$ cat src/rtl/gamecntl_sequencer_if.sv
// Coin/start inputs and game-flow outputs of the sequencer.
// master drives the player inputs, slave is the sequencer.
interface gamecntl_sequencer_if;
  logic       coin_n;
  logic       start_n;
  logic [3:0] playtime;
  logic [3:0] credits;
  logic       game_on;
  logic       attract;
  logic       trg_time_n;
  logic [7:0] time_left;
  logic       tick;
  logic       time_up;

  modport master (
    output coin_n,
    output start_n,
    output playtime,
    input  credits,
    input  game_on,
    input  attract,
    input  trg_time_n,
    input  time_left,
    input  tick,
    input  time_up
  );

  modport slave (
    input  coin_n,
    input  start_n,
    input  playtime,
    output credits,
    output game_on,
    output attract,
    output trg_time_n,
    output time_left,
    output tick,
    output time_up
  );
endinterface

$ cat src/rtl/gamecntl_sequencer.sv
// Game-flow controller: credits, start, playtime load
// and once-per-second countdown for the playtime timer.
module gamecntl_sequencer #(
  parameter int DIV_BW      = 20,
  parameter int MAX_CREDITS = 9,
  parameter int END_HOLD    = 3
) (
  input  logic clk_drv,
  input  logic rst,
  gamecntl_sequencer_if.slave bus
);

  typedef enum logic [1:0] {
    ST_ATTRACT,
    ST_LOAD,
    ST_PLAY,
    ST_OVER
  } state_t;

  localparam int HOLD_W = $clog2(END_HOLD + 1);
  localparam logic [HOLD_W-1:0] HOLD_LAST =
    HOLD_W'(END_HOLD - 1);
  localparam logic [3:0] MAXC = 4'(MAX_CREDITS);
  localparam logic [DIV_BW-1:0] DIV_MAX = '1;

  state_t            state;
  logic [DIV_BW-1:0] div;
  logic [HOLD_W-1:0] hold;
  logic              coin_s;
  logic              coin_p;
  logic              start_s;
  logic              start_p;
  logic              coin_ev;
  logic              start_ev;
  logic              take;
  logic [7:0]        load_val;

  logic [3:0]        credits;
  logic              game_on;
  logic              attract;
  logic              trg_n;
  logic [7:0]        time_left;
  logic              tick;
  logic              time_up;

  assign coin_ev  = coin_p & ~coin_s;
  assign start_ev = start_p & ~start_s;
  assign take     = (state == ST_ATTRACT)
                  && start_ev
                  && (credits != 4'd0);

  // Playtime DIP decode: 45 s + 15 s per step, 120 s beyond 10.
  always_comb begin
    load_val = 8'd120;
    if (bus.playtime <= 4'd10)
      load_val = 8'd45 + 8'd15 * {4'd0, bus.playtime};
  end

  // Sample and previous-sample registers for falling-edge detect.
  always_ff @(posedge clk_drv) begin
    if (rst) begin
      coin_s  <= 1'b1;
      coin_p  <= 1'b1;
      start_s <= 1'b1;
      start_p <= 1'b1;
    end else begin
      coin_s  <= bus.coin_n;
      coin_p  <= coin_s;
      start_s <= bus.start_n;
      start_p <= start_s;
    end
  end

  // Free-running 1 s divider, zeroed on entry to LOAD so the
  // first second of play is a full period.
  always_ff @(posedge clk_drv) begin
    if (rst) begin
      div  <= '0;
      tick <= 1'b0;
    end else begin
      tick <= (div == DIV_MAX);
      div  <= take ? '0 : div + 1'b1;
    end
  end

  // Credit counter: a coin and an accepted start cancel out.
  always_ff @(posedge clk_drv) begin
    if (rst) begin
      credits <= 4'd0;
    end else if (coin_ev && !take) begin
      if (credits != MAXC)
        credits <= credits + 4'd1;
    end else if (take && !coin_ev) begin
      credits <= credits - 4'd1;
    end
  end

  // Game FSM; LOAD-cycle outputs are registered on entry
  // so they are visible during the LOAD cycle itself.
  always_ff @(posedge clk_drv) begin
    if (rst) begin
      state     <= ST_ATTRACT;
      time_left <= 8'd0;
      hold      <= '0;
      trg_n     <= 1'b1;
      game_on   <= 1'b0;
      attract   <= 1'b1;
      time_up   <= 1'b0;
    end else begin
      trg_n   <= 1'b1;
      time_up <= 1'b0;
      unique case (state)
        ST_ATTRACT: begin
          if (take) begin
            state     <= ST_LOAD;
            time_left <= load_val;
            trg_n     <= 1'b0;
            game_on   <= 1'b1;
            attract   <= 1'b0;
          end
        end
        ST_LOAD: begin
          state <= ST_PLAY;
        end
        ST_PLAY: begin
          if (tick) begin
            if (time_left == 8'd1) begin
              time_left <= 8'd0;
              time_up   <= 1'b1;
              hold      <= '0;
              game_on   <= 1'b0;
              state     <= ST_OVER;
            end else if (time_left != 8'd0) begin
              time_left <= time_left - 8'd1;
            end
          end
        end
        ST_OVER: begin
          if (tick) begin
            if (hold == HOLD_LAST) begin
              state   <= ST_ATTRACT;
              attract <= 1'b1;
            end else begin
              hold <= hold + 1'b1;
            end
          end
        end
        default: state <= ST_ATTRACT;
      endcase
    end
  end

  assign bus.credits    = credits;
  assign bus.game_on    = game_on;
  assign bus.attract    = attract;
  assign bus.trg_time_n = trg_n;
  assign bus.time_left  = time_left;
  assign bus.tick       = tick;
  assign bus.time_up    = time_up;

endmodule
$ cat src/flat_wrapper.sv
// flat-port wrapper written by rule: the top's interface ports become plain ports
module gamecntl_sequencer_flat 
#(
  parameter int DIV_BW      = 20,
  parameter int MAX_CREDITS = 9,
  parameter int END_HOLD    = 3
)
  (clk_drv, rst, bus_coin_n, bus_start_n, bus_playtime, bus_credits, bus_game_on, bus_attract, bus_trg_time_n, bus_time_left, bus_tick, bus_time_up);
  gamecntl_sequencer_if bus_i ();
  input  logic clk_drv;
  input  logic rst;
  input wire logic [$bits(bus_i.coin_n)-1:0] bus_coin_n;
  input wire logic [$bits(bus_i.start_n)-1:0] bus_start_n;
  input wire logic [$bits(bus_i.playtime)-1:0] bus_playtime;
  output wire logic [$bits(bus_i.credits)-1:0] bus_credits;
  output wire logic [$bits(bus_i.game_on)-1:0] bus_game_on;
  output wire logic [$bits(bus_i.attract)-1:0] bus_attract;
  output wire logic [$bits(bus_i.trg_time_n)-1:0] bus_trg_time_n;
  output wire logic [$bits(bus_i.time_left)-1:0] bus_time_left;
  output wire logic [$bits(bus_i.tick)-1:0] bus_tick;
  output wire logic [$bits(bus_i.time_up)-1:0] bus_time_up;
  assign bus_i.coin_n = bus_coin_n;
  assign bus_i.start_n = bus_start_n;
  assign bus_i.playtime = bus_playtime;
  assign bus_credits = bus_i.credits;
  assign bus_game_on = bus_i.game_on;
  assign bus_attract = bus_i.attract;
  assign bus_trg_time_n = bus_i.trg_time_n;
  assign bus_time_left = bus_i.time_left;
  assign bus_tick = bus_i.tick;
  assign bus_time_up = bus_i.time_up;
  gamecntl_sequencer #(.DIV_BW(DIV_BW), .MAX_CREDITS(MAX_CREDITS), .END_HOLD(END_HOLD)) u_core (.clk_drv(clk_drv), .rst(rst), .bus(bus_i));
endmodule
$ cat config.mk
export PLATFORM = sky130hd
export DESIGN_NAME = gamecntl_sequencer_flat
export DESIGN_NICKNAME = d
export VERILOG_FILES = /design/src/rtl/gamecntl_sequencer_if.sv /design/src/rtl/gamecntl_sequencer.sv /design/src/flat_wrapper.sv
export SDC_FILE = /design/constraint.sdc
export NUM_CORES = 1
export LEC_CHECK = 0
export BUFFER_PORTS_ARGS = -buffer_cell sky130_fd_sc_hd__clkbuf_2
export CORE_ASPECT_RATIO = 0.6
export CORE_UTILIZATION = 32
export CTS_BUF_LIST = sky130_fd_sc_hd__clkbuf_16
export DETAILED_ROUTE_END_ITERATION = 10
export GPL_ROUTABILITY_DRIVEN = 0
export GPL_TIMING_DRIVEN = 0
export SLEW_MARGIN = 15
export SYNTH_ARGS = -nofsm -noshare
export SYNTH_HDL_FRONTEND = slang
export SYNTH_SLANG_ARGS = --single-unit
export TNS_END_PERCENT = 100
$ cat constraint.sdc
create_clock -name clk_drv -period 3.7 [get_ports clk_drv]
set_clock_uncertainty 0.2 [all_clocks]
set_input_delay 0.37 -clock clk_drv [delete_from_list [all_inputs] [get_ports clk_drv]]
set_output_delay 0.37 -clock clk_drv [all_outputs]
set_load 0.01 [all_outputs]
# Word-level counts from Yosys, hierarchy flattened
# Cells that the tools add are included.
totals:
  reg_bits: 45
  input_bits: 8
op_classes:
  n_addsub: 6
  mul: 1
  n_lt_le_gt_ge: 1
  eq_ne: 15
  mux: 30
  bitwise: 7
  n_reduce_logical: 22
op_table:
  columns: ["cell", "count"]
  rows:
  - ["two-way mux 8 bit", 5]
  - ["adder 20 x 1 -> 20 bit (second input constant)", 1]
  - ["equality test 20 bit (second input constant)", 1]
  - ["two-way mux 2 bit", 9]
  - ["case mux 8 bit (2 select lines)", 1]
  - ["two-way mux 4 bit", 3]
  - ["AND reduction 4 bit", 3]
  - ["!= test 2 x 1 -> 1 bit (second input constant)", 5]
  - ["AND reduction 5 bit", 2]
  - ["adder 6 x 8 -> 8 bit (first input constant)", 1]
  - ["equality test 8 x 1 -> 1 bit (second input constant)", 1]
  - ["multiplier 4 x 4 -> 8 bit (first input constant)", 1]
  - ["two-way mux 1 bit", 8]
  - ["case mux 2 bit (4 select lines)", 1]
  - ["nonzero test 2 bit", 4]
  - ["nonzero test 8 bit", 1]
  - ["subtractor 8 x 1 -> 8 bit (second input constant)", 1]
  - ["equality test 2 bit (second input constant)", 3]
  - ["inverter 1 bit", 5]
  - ["adder 4 x 1 -> 4 bit (second input constant)", 1]
  - ["less-or-equal comparator 4 bit (second input constant)", 1]
  - ["logical AND 1 bit", 4]
  - ["!= test 2 bit (second input constant)", 2]
  - ["!= test 4 bit (second input constant)", 1]
  - ["13 further kinds", 17]

# Depth between registers and ports, before layout
# Gate-level depths: netlist of run 1.
logic_depth:
  ltp_word: 8
  depth_mapped: 12

# Worst setup path before layout of run 1
# No wires, ideal clock.
synth_path:
  path_kind: "input to register"
  start: "input port bus_playtime[1]"
  end: "register u_core.time_left[7], in the netlist u_core.bus.time_left[7]"
  arrival_time_ns: 2.371
  setup_slack_ns: 0.998
  cell_stages: 10
  cell_sequence: "fa_1 > inv_1 > fa_1 > nor3b_1 > ha_1 > nor2b_1 > o21ai_0 > a211oi_1 > a311oi_1 > a21oi_1"
synth_between:
  elab_chain_len: 5
  elab_cells_between_ends: 6
synth_lines:
  columns: ["item", "line_no", "source"]
  rows:
  - ["start: declaration", "flat_wrapper.sv:14", "input wire logic [$bits(bus_i.playtime)-1:0] bus_playtime;"]
  - ["multiplier 4 x 4 -> 8 bit", "gamecntl_sequencer.sv:56", "load_val = 8'd45 + 8'd15 * {4'd0, bus.playtime};"]
  - ["adder 6 x 8 -> 8 bit", "gamecntl_sequencer.sv:56", null]
  - ["two-way mux 8 bit *", "gamecntl_sequencer.sv:55", "if (bus.playtime <= 4'd10)"]
  - ["two-way mux 8 bit *", "gamecntl_sequencer.sv:114", "if (take) begin"]
  - ["case mux 8 bit (2 select lines) *", "gamecntl_sequencer.sv:112", "unique case (state)"]
  - ["end signal: assignment", "gamecntl_sequencer.sv:116", "time_left <= load_val;"]
  - ["end signal: assignment", "gamecntl_sequencer.sv:134", "time_left <= time_left - 8'd1;"]
  - ["end: declaration", "gamecntl_sequencer.sv:42", "logic [7:0] time_left;"]
# Every way passes the cells marked *; elsewhere a longest branch is shown, timed or not. The select of a mux whose other input is x is not followed.
# A chain may end at the register's enable or synchronous reset.

# Worst setup path in the final report of run 1
layout_path:
  start: "register u_core.state[0]"
  end: "register u_core.credits[3], in the netlist u_core.bus.credits[3]"
layout_between:
  elab_chain_len: 7
  elab_cells_between_ends: 10
layout_lines:
  columns: ["item", "line_no", "source"]
  rows:
  - ["start: declaration", "gamecntl_sequencer.sv:26", "state_t state;"]
  - ["start signal: assignment", "gamecntl_sequencer.sv:102", "state <= ST_ATTRACT;"]
  - ["start signal: assignment", "gamecntl_sequencer.sv:115", "state <= ST_LOAD;"]
  - ["start signal: assignment", "gamecntl_sequencer.sv:123", "state <= ST_PLAY;"]
  - ["zero test 2 bit *", "gamecntl_sequencer.sv:48", "assign take = (state == ST_ATTRACT)"]
  - ["logical AND 1 bit *", "gamecntl_sequencer.sv:49", "&& start_ev"]
  - ["logical AND 1 bit *", "gamecntl_sequencer.sv:50", "&& (credits != 4'd0);"]
  - ["zero test 1 bit", "gamecntl_sequencer.sv:90", "end else if (coin_ev && !take) begin"]
  - ["logical AND 1 bit", "gamecntl_sequencer.sv:90", null]
  - ["!= test 2 bit (no line) or nonzero test 2 bit (tied branches)", null, null]
  - ["AND reduction 2 bit (no line)", null, null]
  - ["end signal: assignment", "gamecntl_sequencer.sv:92", "credits <= credits + 4'd1;"]
  - ["end signal: assignment", "gamecntl_sequencer.sv:94", "credits <= credits - 4'd1;"]
  - ["end: declaration", "gamecntl_sequencer.sv:38", "logic [3:0] credits;"]
# Every way passes the cells marked *; elsewhere a longest branch is shown, timed or not.

==> impl_metrics.toml, run 1 <==
[clock_network]
clk_latency_ns = 0.28
hold_buffers = 0
h-tree-depth = 2
clock_sinks = 45
cts_resized = 0
cts_tree = "done"
cts_buffers = 5
cts_buffer_depth = 2
post_cts_buffers = 0
cts.clk_slew.worst_paths_ns = 0.06
root_buffer = "clkbuf_16"

[global_route]
grt_max_degree = 13
grt_pass1_wl_um = 10000
grt_usage_pct = 14.2
grt_overflow_total = 0
grt_pass1_vias = 2056
antenna_found_initial = 0

[sta]
setup_violations = 0
final_hold_viol_count = 0
max_slew_margin_pct = 54.3
fmax_ghz = 0.344
worst_slack_ns = 0.794
post-route-period-util_pct = 78.6
rsz0062_at_grt = "no"
worst_slew_pin_slew_ns = 0.680
setup_tns_ns = 0
finalMaxSlewViolations = 0
period_needed_ns = 2.91

[hold_path]
min-delay-start = "bus_coin_n"
hold_class = "input pin to flop"

[floorplan]
ios = 25
fp.dieW_um = 122
start_util_pct = 34.2
design.core.area_um2 = 8130
dieHeight_um = 74.2
die-area_um2 = 9080
core.rowCount = 25

[synthesis]
synth_largest_area_cell = "dfxtp_1"
synth_area_leaders = "dfxtp_1 32%, ha_1 12%, nor2_1 5.5%"
syn_area_per_cell_um2 = 8.77
synth_top_area_share_pct = 32.4
ys_seq_area_share_pct = 32.4
synth_edf_count = 0
synth_warnings = 0
ys_async_sr_fraction_pct = 0
synth_flop_cell = "dfxtp_1"
syn_area_um2 = 2780
synthCells = 317
synthDistinctLibCells = 58
synth_seq_cells = 45
syn_nets = 356

[setup_path]
critPathKind = "flop to flop"
cp_max_fo = 8
path_cells = "inv_1 > ha_1 > nand2_1 > or3_1 > buf_2 > nand2_1 > ha_1 > a21o_1 > a21oi_1 > mux2i_1 > xor2_1 > nor2_1"
critical_path_required_ns = 3.65
startpoint = "u_core.state[0]"
r2r_start = "u_core.state[0]"
cp-start-kind = "flop"
cp_top_family = "simple AND/OR/NAND/NOR gates"
worst_ep_arrival_time_ns = 2.86
worst-path-buf-inv = 2
cp-end-kind = "flop"
critPathMaxStageDelay_ns = 0.33
critPathSlowestCell = "dfxtp_1"

[placed_design]
dpl_cell_area_um2 = 3040
dp_hpwl_um = 4650
post-place-ws_ns = 0.538
dp_cells = 449
port_buffers = 24

[power]
peakVddDrop_mv = 0.273
p_total_uw = 1600
power_density_nw_per_um2 = 504
p_leak_uw = 0.00131

[finish]
final_cell_mix = "45 x dfxtp_1, 41 x nor2_1, 27 x inv_1"
instances_no_fill = 456
nNetsFinal = 387
drive_gt1_share_pct = 14.7
final_common_cell = "dfxtp_1"
area_growth_pct = 13.9
n_antenna_cell = 0
stdcell_area_um2 = 3170

[drt]
routed_wl_um = 5940
wire_per_inst_um = 13.0
drt_iter0_drc = 107
firstDrtPassIters = 4
detail-route-antenna-nets = 0
num_vias = 2237
vias_per_cell = 4.91
drc = 0

[run]
drv_cap = 0

[outcome]
outcome = "finished clean"
metrics by stage:
| step | hold WS (ns) | utilization, % |
|---|---|---|
| 2_1_floorplan | 0.218 | - |
| 3_3_place_gp | 0.230 | 37.3 |
| 3_5_place_dp | 0.241 | 37.3 |
| 4_1_cts | 0.0622 | 39.0 |
| 5_1_grt | 0.0656 | 39.0 |
| 6_report | 0.0677 | 39.0 |
worst paths after layout:
| check | cells past startpoint | slack [ns] | endpoint |
|---|---|---|---|
| worst max-delay path | 12 | 0.79 | u_core.bus.credits[3] |
| worst min-delay path | 2 | 0.07 | u_core.coin_s |
| worst max register to register | 12 | 0.79 | u_core.bus.credits[3] |
| worst min register to register | 1 | 0.25 | u_core.coin_p |
kinds of logic after synthesis:
| family | Yosys count | share of synthesized area [%] |
|---|---|---|
| muxes | 3 | 1.08 |
| AOI/OAI and AO/OA | 61 | 15.6 |
| and+or+nand+nor | 119 | 23.0 |
| DFF | 45 | 32.4 |
| xor gates and xnor gates | 25 | 7.87 |
| buffers and inverters | 33 | 4.81 |
| adders and majority gates | 31 | 15.3 |
power breakdown:
part,internal (uW),switching (uW)
Clock,242,173
Combinational,250,330
Sequential,536,65.8
area by class of cell:
type                       count  area, um^2
buffer                         7        36.3
clock buffer                   5         125
clock inverter                 2        7.51
fill                         819        4960
inverter                      26        97.6
multi-input combinational    239        1750
sequential                    45         901
tap                          108         135
timing repair buffer          24         120
worst reg2reg max path: cells and delay by family (launching register included):
| kind | cells | cell delay, ns |
|---|---|---|
| xor+xnor | 1 | 0.16 |
| simple gates | 4 | 0.65 |
| mux | 1 | 0.25 |
| fa+ha+maj | 2 | 0.57 |
| flops | 1 | 0.33 |
| buf+inv | 2 | 0.27 |
| compound gates | 2 | 0.35 |
sequential cells by signal (all words and copies together), names as in the netlist, 2 cells and up:
register	count
u_core.hold	2
u_core.bus.credits	4
u_core.bus.time_left	8
u_core.state	2
u_core.div	20
per-layer routing:
| layer | up-vias | wire length [um] | global-route usage (%) |
|---|---|---|---|
| met3 | 4 | 249 | 3.83 |
| met1 | 1022 | 3440 | 21.9 |
| met5 | - | 0 | 0 |
| met2 | 44 | 2220 | 19.5 |
| li1 | 1167 | - | - |
| met4 | 0 | 33 | 2.03 |
synthesized netlist by cell type, types with 5 or more instances:
master,n
nor3_1,10
o21ai_0,8
or3_1,6
nor2_1,41
ha_1,26
nand4_1,7
inv_1,26
or2_2,5
xnor2_1,12
nand3_1,5
dfxtp_1,45
o21ai_1,10
and3_1,5
nand2_1,16
fa_1,5
a21oi_1,17
xor2_1,13
No activity file was read; power rests on OpenSTA's default activity.
==> run 2: changes to the inputs <==
Clock period 3.7 ns to 2.85 ns, I/O delays scaled along.
==> run 2 against run 1 <==
Die area unchanged. Sequential cell count stayed put. Combinational power is 35% higher. Sequential power is 31% higher. Clock-buffer cell count is the same. Setup slack worse by 0.66 ns. Hold slack lost 0.044 ns.
==> impl_metrics.toml, run 2 (same netlist as run 1, synthesis figures left out) <==
[outcome]
outcome = "finished clean"

[setup_path]
startpoint = "bus_playtime[3]"
r2r_end = "u_core.bus.credits[3]"
cp_top_family = "adder cells"
worst_ep_arrival_time_ns = 2.72
critPathSlowestCell = "fa_1"
critPathKind = "input pin to flop"
path_cells = "clkbuf_2 > inv_2 > ha_1 > inv_1 > fa_1 > inv_1 > ha_1 > and3_1 > or3_1 > a31oi_1 > o21ai_1 > a21oi_1"
r2r_start = "u_core.state[1]"
critical_path.endpoint = "u_core.bus.time_left[5]"
cp.depth = 12
cp-end-kind = "flop"
critPathMaxStageDelay_ns = 0.49
cp-start-kind = "input pin"
cp_max_fo = 7
worst-path-buf-inv = 4
critical_path_required_ns = 2.85
regToRegSetupSlack_ns = 0.17
r2r_cells = 12

[sta]
worst_hold_slack_ns = 0.0238
finalMaxSlewViolations = 0
post-route-period-util_pct = 95.3
setup_tns_ns = 0
final_hold_viol_count = 0
worst_slew_pin_slew_ns = 0.683
rsz0062_at_grt = "yes"
period_needed_ns = 2.72
fmax_ghz = 0.368
max_slew_margin_pct = 54.1
setup_violations = 0

[drt]
routed_wl_um = 5940
drc = 0
drt_iter0_drc = 115
detail-route-antenna-nets = 0
firstDrtPassIters = 4
wire_per_inst_um = 13.0
num_vias = 2228
vias_per_cell = 4.86

[global_route]
grt_pass1_wl_um = 10000
grt_max_degree = 13
antenna_found_initial = 0
grt_usage_pct = 14.1
grt_pass1_vias = 2059
grt_overflow_total = 0

[floorplan]
ios = 25
start_util_pct = 34.2
fp.dieW_um = 122
dieHeight_um = 74.2
core.rowCount = 25
die-area_um2 = 9080
design.core.area_um2 = 8130

[clock_network]
clock_sinks = 45
root_buffer = "clkbuf_16"
cts_buffers = 5
clk_latency_ns = 0.28
cts_tree = "done"
cts.clk_slew.worst_paths_ns = 0.06
cts_buffer_depth = 2
h-tree-depth = 2

[power]
power_density_nw_per_um2 = 655
peakVddDrop_mv = 0.361
p_leak_uw = 0.00132

[hold_path]
hold_class = "input pin to flop"
hold_depth = 2

[finish]
largestRegisters = "u_core.div (20), u_core.bus.time_left (8), u_core.bus.credits (4)"
stdcell_area_um2 = 3220
regMostFlops = "u_core.div"
drive_gt1_share_pct = 16.0
final_cell_mix = "45 x dfxtp_1, 41 x nor2_1, 25 x inv_1, 25 x ha_1, 24 x clkbuf_2"
n_antenna_cell = 0
final_common_cell = "dfxtp_1"
area_growth_pct = 15.7
fillCellCount = 813
nNetsFinal = 389
largest_reg_flops = 20

[placed_design]
dpl_cell_area_um2 = 3040
dp_hpwl_um = 4650
port_buffers = 24

[run]
drv_cap = 0
run 2: cell count changes in the layout (fill, tap and decap cells not counted), sizes merged:
cell         change
dlygate4sd3      +2
run 2: timing repair:
| item | CTS | global route |
|---|---|---|
| hold buffers | 2 | 0 |
| setup buffers | 0 | 0 |
| pin swaps | 0 | 1 |
| endpoints found under the setup margin | 1 | 3 |
| endpoints found under the hold margin | 2 | 0 |
| resized for setup | 2 | 6 |
run 2: through the flow:
stage / power [uW] / std cells / setup WS, ns / util, %
after floorplan: 1350 / 317 / 0.233 / -
after global placement: 1530 / 449 / -0.209 / 37.3
after detailed placement: 1550 / 449 / -0.227 / 37.3
after CTS: 2110 / 458 / 0.0253 / 39.3
after global routing: 2260 / 458 / -0.0311 / 39.6
final: 2110 / 458 / 0.135 / 39.6
run 2: how the worst min path moves through the flow:
stage	slack, ns	from	endpoint
CTS	0.02	rst	u_core.bus.tick
floorplan	0.16	rst	u_core.bus.tick
finish	0.02	rst	u_core.bus.tick
detailed placement	0.24	u_core.coin_s	u_core.coin_p
global route	0.02	rst	u_core.bus.tick
global placement	0.23	u_core.div[0]	u_core.div[0]
run 2: cell type report:
cell class                 instances  area (um^2)  share of cell area, %
buffer                             7         36.3                   1.13
clock buffer                       5          125                   3.89
clock inverter                     2         7.51                  0.233
inverter                          26         97.6                   3.03
multi-input combinational        239         1780                   55.2
sequential                        45          901                   28.0
tap                              108          135                   4.20
timing repair buffer              26          140                   4.35
run 2: report_power, final:
part           switching (uW)  total [uW]  internal (uW)
logic                     434         782            348
registers                92.7         789            696
clock network             225         538            314
run 2: layer usage:
metal  vias up  global-route usage (%)  wire length (um)
met3         4                    3.83               261
met1      1009                    21.8              3430
li1       1172                       -                 -
met5         -                       0                 0
met2        43                    19.5              2220
met4         0                    2.03                27
run 2: worst reg2reg max path, cell delays in order, from the launching register on:
cell and delay (ns):
dfxtp_1 0.34, inv_1 0.10, ha_4 0.18, nand2_1 0.10
or3_1 0.30, buf_2 0.19, nand2_2 0.11, ha_1 0.23
a21o_1 0.18, a21oi_1 0.17, mux2i_1 0.25, xor2_1 0.16
nor2_1 0.05
